--- src/rtl/layer_serializer.sv ---
// Captures one layer's NN parallel neuron words and replays them as a serial stream with valid/ready/last.
// Define LAYER_SERIALIZER_ARGMAX_EN to add a running signed argmax over the streamed words (o_max_idx/o_max_valid).
module layer_serializer #(
  parameter int NN        = 10,
  parameter int dataWidth = 16
) (
  input  logic                    clk,
  input  logic                    rst,
  input  logic [NN-1:0]           i_valid,
  input  logic [NN*dataWidth-1:0] i_data,
  output logic                    o_valid,
  output logic [dataWidth-1:0]    o_data,
  input  logic                    o_ready,
  output logic                    o_last,
  output logic                    busy,
`ifdef LAYER_SERIALIZER_ARGMAX_EN
  output logic [$clog2(NN)-1:0]   o_max_idx,
  output logic                    o_max_valid,
`endif
  output logic                    overrun
);

  localparam int              CW       = $clog2(NN);
  localparam logic [CW-1:0]   LAST_IDX = CW'(NN - 1);

  typedef enum logic [1:0] {
    IDLE,
    LOAD,
    SEND
  } state_t;

  state_t                  r_state;
  logic [NN*dataWidth-1:0] r_buf;
  logic [CW-1:0]           r_cnt;
  logic                    r_valid;
  logic                    r_last;
  logic                    r_busy;
  logic                    r_overrun;
  logic [dataWidth-1:0]    r_data;

  logic [dataWidth-1:0]    w_words [NN];
  logic [CW-1:0]           w_cntNext;
  logic                    w_hs;
  logic                    w_lastHs;
  logic                    w_cap;
  logic                    w_unusedValid;

`ifdef LAYER_SERIALIZER_ARGMAX_EN
  logic [dataWidth-1:0]    r_runMax;
  logic [CW-1:0]           r_runIdx;
  logic [CW-1:0]           r_maxIdx;
  logic                    r_maxValid;
  logic                    w_better;
  logic [CW-1:0]           w_bestIdx;

  // Strict greater-than keeps the earliest index on ties.
  assign w_better  = (r_cnt == '0) || ($signed(r_data) > $signed(r_runMax));
  assign w_bestIdx = w_better ? r_cnt : r_runIdx;
  assign o_max_idx   = r_maxIdx;
  assign o_max_valid = r_maxValid;
`endif

  genvar k;
  generate
    for (k = 0; k < NN; k++) begin : g_words
      assign w_words[k] = r_buf[k*dataWidth +: dataWidth];
    end
  endgenerate

  // Only bit 0 of i_valid qualifies a capture; the rest carry no control meaning.
  assign w_unusedValid = ^i_valid[NN-1:1];
  assign w_cap         = i_valid[0];
  assign w_hs          = r_valid & o_ready;
  assign w_lastHs      = w_hs & r_last;
  assign w_cntNext     = r_cnt + 1'b1;

  assign o_valid = r_valid;
  assign o_data  = r_data;
  assign o_last  = r_last;
  assign busy    = r_busy;
  assign overrun = r_overrun;

  always_ff @(posedge clk or negedge rst) begin
    if (!rst) begin
      r_state   <= IDLE;
      r_buf     <= '0;
      r_cnt     <= '0;
      r_valid   <= 1'b0;
      r_data    <= '0;
      r_last    <= 1'b0;
      r_busy    <= 1'b0;
      r_overrun <= 1'b0;
`ifdef LAYER_SERIALIZER_ARGMAX_EN
      r_runMax   <= '0;
      r_runIdx   <= '0;
      r_maxIdx   <= '0;
      r_maxValid <= 1'b0;
`endif
    end else begin
`ifdef LAYER_SERIALIZER_ARGMAX_EN
      r_maxValid <= 1'b0;
`endif
      case (r_state)
        IDLE: begin
          if (w_cap) begin
            r_buf   <= i_data;
            r_cnt   <= '0;
            r_busy  <= 1'b1;
            r_state <= LOAD;
          end
        end

        LOAD: begin
          if (w_cap) r_overrun <= 1'b1;
          r_cnt   <= '0;
          r_valid <= 1'b1;
          r_data  <= w_words[0];
          r_last  <= 1'b0;
          r_state <= SEND;
        end

        SEND: begin
`ifdef LAYER_SERIALIZER_ARGMAX_EN
          if (w_hs) begin
            r_runIdx <= w_bestIdx;
            if (w_better) r_runMax <= r_data;
          end
          if (w_lastHs) begin
            r_maxIdx   <= w_bestIdx;
            r_maxValid <= 1'b1;
          end
`endif
          if (w_lastHs) begin
            r_valid <= 1'b0;
            r_data  <= '0;
            r_last  <= 1'b0;
            r_cnt   <= '0;
            // A capture landing exactly on the final handshake is a legal back-to-back result.
            if (w_cap) begin
              r_buf   <= i_data;
              r_state <= LOAD;
            end else begin
              r_busy  <= 1'b0;
              r_state <= IDLE;
            end
          end else begin
            if (w_cap) r_overrun <= 1'b1;
            if (w_hs) begin
              r_cnt  <= w_cntNext;
              r_data <= w_words[w_cntNext];
              r_last <= (w_cntNext == LAST_IDX);
            end
          end
        end

        default: r_state <= IDLE;
      endcase
    end
  end

endmodule

--- config.mk ---
export PLATFORM = sky130hd
export DESIGN_NAME = layer_serializer
export DESIGN_NICKNAME = d
export VERILOG_FILES = /design/src/rtl/layer_serializer.sv
export SDC_FILE = /design/constraint.sdc
export NUM_CORES = 1
export LEC_CHECK = 0
export CORE_UTILIZATION = 45
export CTS_BUF_LIST = sky130_fd_sc_hd__clkbuf_8
export DETAILED_ROUTE_END_ITERATION = 10
export GPL_ROUTABILITY_DRIVEN = 0
export PLACE_DENSITY_LB_ADDON = 0.3
export SYNTH_ARGS = -nofsm -noshare
export SYNTH_HDL_FRONTEND = slang
export SYNTH_SLANG_ARGS = --single-unit
--- constraint.sdc ---
create_clock -name clk -period 3 [get_ports clk]
set_clock_uncertainty 0.05 [all_clocks]
set_input_delay 0.75 -clock clk [delete_from_list [all_inputs] [get_ports clk]]
set_output_delay 0.75 -clock clk [all_outputs]
set_load 0.03 [all_outputs]
* Yosys cells after proc, flatten, opt, wreduce, memory -nomap -nowiden
Cells that the tools add are included.
** Word-level totals
- Memories kept :: 0
- Bits in latches :: 0
- Register bits :: 186
- Bits in writable memories :: 0
- Memory bits (read-only) :: 0
- Input bits :: 173
- Output and inout port bits :: 20
** Operators by class
- Equality and inequality tests :: 8
- Muxes and demuxes :: 29
- Order comparisons :: 1
- Div/mod/pow operators :: 0
- Shift-type cells :: 0
- $add $sub $neg :: 1
- Reduce and logical (&&, ||, !) cells :: 11
- Multiply operators :: 0
- Bitwise gates (word level) :: 3
** Operators with widths (number)
- 2-to-1 mux 160 bit :: 2
- case mux 160 bit (2 select lines) :: 1
- binary-select mux 16 bit (select 4 bit) :: 1
- 2-to-1 mux 16 bit :: 4
- case mux 16 bit (2 select lines) :: 1
- 2-to-1 mux 4 bit :: 3
- case mux 4 bit (3 select lines) :: 1
- AND reduction 2 bit :: 5
- 2-to-1 mux 1 bit :: 9
- inequality test 2 bit, second input constant :: 4
- case mux 1 bit (2 select lines) :: 4
- case mux 2 bit (3 select lines) :: 1
- >= comparator 5 bit, second input constant :: 1
- NOT 4 -> 5 bit :: 1
- adder 4 x 1 -> 4 bit, second input constant :: 1
- equality test 4 bit, second input constant :: 1
- 2-to-1 mux 2 bit :: 2
- AND reduction 4 bit :: 1
- nonzero test 2 bit :: 2
- inequality test 3 bit, second input constant :: 1
- AND reduction 3 bit :: 1
- nonzero test 3 bit :: 1
- bitwise AND 1 bit :: 2
- equality test 2 x 1 -> 1 bit, second input constant :: 1
- other kinds (2) :: 2

* Depth between registers and ports, before layout
- Depth after elaboration :: 8
- Depth in mapped cells :: 11
- Gate-level depth less buffers :: 6

* Worst setup path after synthesis
No wires, ideal clock.
- Kind :: register -> register
- Start point :: register r_cnt[0]
- End point :: register r_data[0], in the netlist o_data[0]
- Stages on the path, launching flop included :: 12
- Period minus slack after synthesis :: 2588 ps
- Path slack :: 412 ps
- Data arrival time :: 2414 ps
- Setup time :: 124 ps
- Cells stage by stage :: dfrtp_1 -> buf_6 -> buf_6 -> buf_6 -> buf_6 -> inv_1 -> ha_1 -> clkbuf_1 -> mux4_2 -> nor3b_1 -> a211oi_1 -> o21ai_1
** Between the ends
- Word-level cells in the longest chain between the ends :: 8
** RTL lines
- from (decl) :: line 34 : logic [CW-1:0] r_cnt;
- from (signal assigned) :: line 149 : r_cnt <= w_cntNext;
- adder 4 x 1 -> 4 bit :: line 75 : assign w_cntNext = r_cnt + 1'b1;
- NOT 4 -> 5 bit (implied by the code) :: line 150 : r_data <= w_words[w_cntNext];
- binary-select mux 16 bit (select 4 bit) :: line 150
- 2-to-1 mux 16 bit (implied by the code) (2 in series) :: line 150
- 2-to-1 mux 16 bit :: line 148 : if (w_hs) begin
- 2-to-1 mux 16 bit :: line 133 : if (w_lastHs) begin
- case mux 16 bit (2 select lines) :: line 103 : case (r_state)
- to (signal assigned) :: line 117 : r_data <= w_words[0];
- to (signal assigned) :: line 150
- to (decl) :: line 39 : logic [dataWidth-1:0] r_data;
No other way between the ends. The select of a mux whose other input is x is not followed.
A chain may end at the register's enable or synchronous reset.

* Worst setup path in the final report
- Start point :: register r_cnt[0]
- End point :: register r_data[5], in the netlist o_data[5]
Same word-level chain as after synthesis.

==> impl_metrics.ini <==
[cells_and_area]
final_common_cell = dfrtp_1
design_area_mm2 = 0.0115
num_antenna_cells = 0
fin_nets = 959
areaGrowthSynthToFinish_pct = 28.2
layout-drive-gt1-share = 0.325
mostFrequentLayoutCells = 185 x dfrtp_1, 182 x clkdlybuf4s50_1, 89 x mux2_4

[clock_network]
cts_hold_buf = 0
cts_tree = yes
cts.path.max_buffers = 2
cts_sinks = 186
cts_resized = 0
htreeDepth = 4
cts_root_buffer = clkbuf_8
post_cts_buffers = 0
clk_latency_ns = 0.46
cts_buffers = 17
clk_pin_slew_ns = 0.09

[die]
dieHeight_um = 143
start_util = 0.460
core_region_area_mm2 = 0.0195
die-area_mm2 = 0.0205
die_w_um = 143
rows = 51
ios = 193

[critical_path]
critical_path_class = reg2reg
worst-r2r-cell-count = 6
startpoint = r_cnt[0]
critPathLaunchType = register
crit_fanout = 16
crit_arrival_ns = 2.98
r2r_start = r_cnt[0]
cp-end-kind = register
cp.required_ns = 3.28

[global_routing]
grt_pass1_wl_um = 33200
overflow = 0
grt_max_degree = 84
grt_use_total = 0.222
grt_pass1_vias = 6089
antenna_found_initial = 0

[timing]
hold_viol = 0
clock.fmax_ghz = 0.370
maxSlewHeadroom = 0.222
slew_viol_final = 0
postLayoutSetupSlackWorst_ns = 0.300
rsz0062_at_grt = false
tightest_slew_ns = 1.17
tns_ns = 0
setup_viol = 0
fin_crit_ns = 2.70
post-route-period-util = 0.900

[routing]
drtAntennaViolNets = 0
wl_per_cell_um = 20.4
vias = 5722
drcViolationCount = 0
viasPerCell = 5.39
drtPass1Iterations = 4
drt_wl_total_um = 21600
drt_first_iter_violations = 282

[min_path]
hp-class = in2async

[yosys]
synthFlopType = dfrtp_1
syn_avg_cell_area_um2 = 14.9
ys_ff_latch = 186
syn_area_mm2 = 0.00896
async_flop_share = 1.00
synth_cell_types = 43
synth_edf_count = 0
syn-instance-count = 603
seq_area_frac_synth = 0.519
synth_nets = 778
ys_warn_count = 0

[placed_design]
place_area_mm2 = 0.0111
portBuffers = 183
post-place-ws_ns = 0.165
place_hpwl_um = 16100

[status]
status = finished, final reports clean

[run]
max-cap-violations = 0

[power]
power_mw = 11.6
vdd_drop_max_v = 0.000386
p_leak_nw = 4.69
power_density_mw_per_mm2 = 1010
-- per-layer routing --
metal | routed length, um | global-route usage | vias to the layer above | part of all wire
met5 | 0 | 0 | - | 0
met4 | 445 | 0.0798 | 0 | 0.021
met3 | 1070 | 0.0463 | 23 | 0.050
met2 | 11200 | 0.379 | 161 | 0.52
met1 | 8950 | 0.277 | 2953 | 0.41
li1 | - | - | 2585 | -
-- layout make-up --
cell class                 count  area, um^2
timing repair buffer         206        2100
multi-input combinational    368        3980
inverter                       5        18.8
clock inverter                13         140
fill                        1539        7980
clock buffer                  19         262
sequential                   186        4660
tap                          265         332
-- report_power, final --
group,switching (mW),total (mW),internal [mW]
registers,0.792,4.53,3.74
clock network,0.920,1.71,0.793
logic,2.24,5.39,3.15
total,3.96,11.6,7.68
-- final timing paths --
kind / end / slack (ns)
setup / recovery: o_data[5] / 0.30
hold / removal: r_buf[151] / 0.27
setup reg to reg: o_data[5] / 0.30
hold reg to reg: overrun / 0.42
max in group asynchronous: r_buf[120] / 1.90
min in group clk: overrun / 0.42
-- worst max-delay path, cell delays in order, from the launching register on --
cell	delay, ns
dfrtp_4	0.53
ha_1	0.40
inv_2	0.10
a21oi_1	0.90
nor4_1	0.22
a211oi_1	0.27
o21ai_1	0.10
-- sequential cells by signal, summed over array words and instances, names as in the netlist --
signal   cells
r_buf      160
o_data      16
r_cnt        4
r_state      2
busy         1
o_last       1
o_valid      1
overrun      1
-- logic make-up (layout without fill, tap and decap cells) --
family          Yosys count  in the layout  share of synthesized area
fa+ha+maj                 2              2                    0.00279
compound gates           74             74                     0.0533
mux                     209            209                      0.338
flops                   186            186                      0.519
buf+inv                  49            243                     0.0374
simple gates             83             83                     0.0493
-- metrics by stage --
step | hold slack (ns) | cells | utilization
6_report | 0.273 | 1062 | 0.590
5_1_grt | 0.290 | 1062 | 0.590
4_1_cts | 0.277 | 1062 | 0.590
3_5_place_dp | 0.405 | 1030 | 0.569
3_3_place_gp | 0.395 | 1030 | 0.569
2_1_floorplan | 0.404 | 603 | -
-- Yosys cell counts, types with 2 or more instances --
master      n  area [um^2]
dfrtp_1   186         4650
mux2_4     89         1340
mux2_2     71          800
mux4_2     32          721
a21oi_1    22          110
nand2_1    20         75.1
nor2_1     20         75.1
buf_2      19         95.1
mux2i_1    17          170
a211oi_1   16          120
buf_6      16          180
nor3b_1    16          120
nor4_1     16          100
o21ai_1    16         80.1
clkbuf_1    6         22.5
o21ai_0     5         25.0
inv_1       4         15.0
a31oi_2     2         25.0
and3_1      2         12.5
buf_4       2         15.0
ha_1        2         25.0
nand3_1     2         10.0
o31ai_1     2         15.0
(Power assumes the default switching activity.)
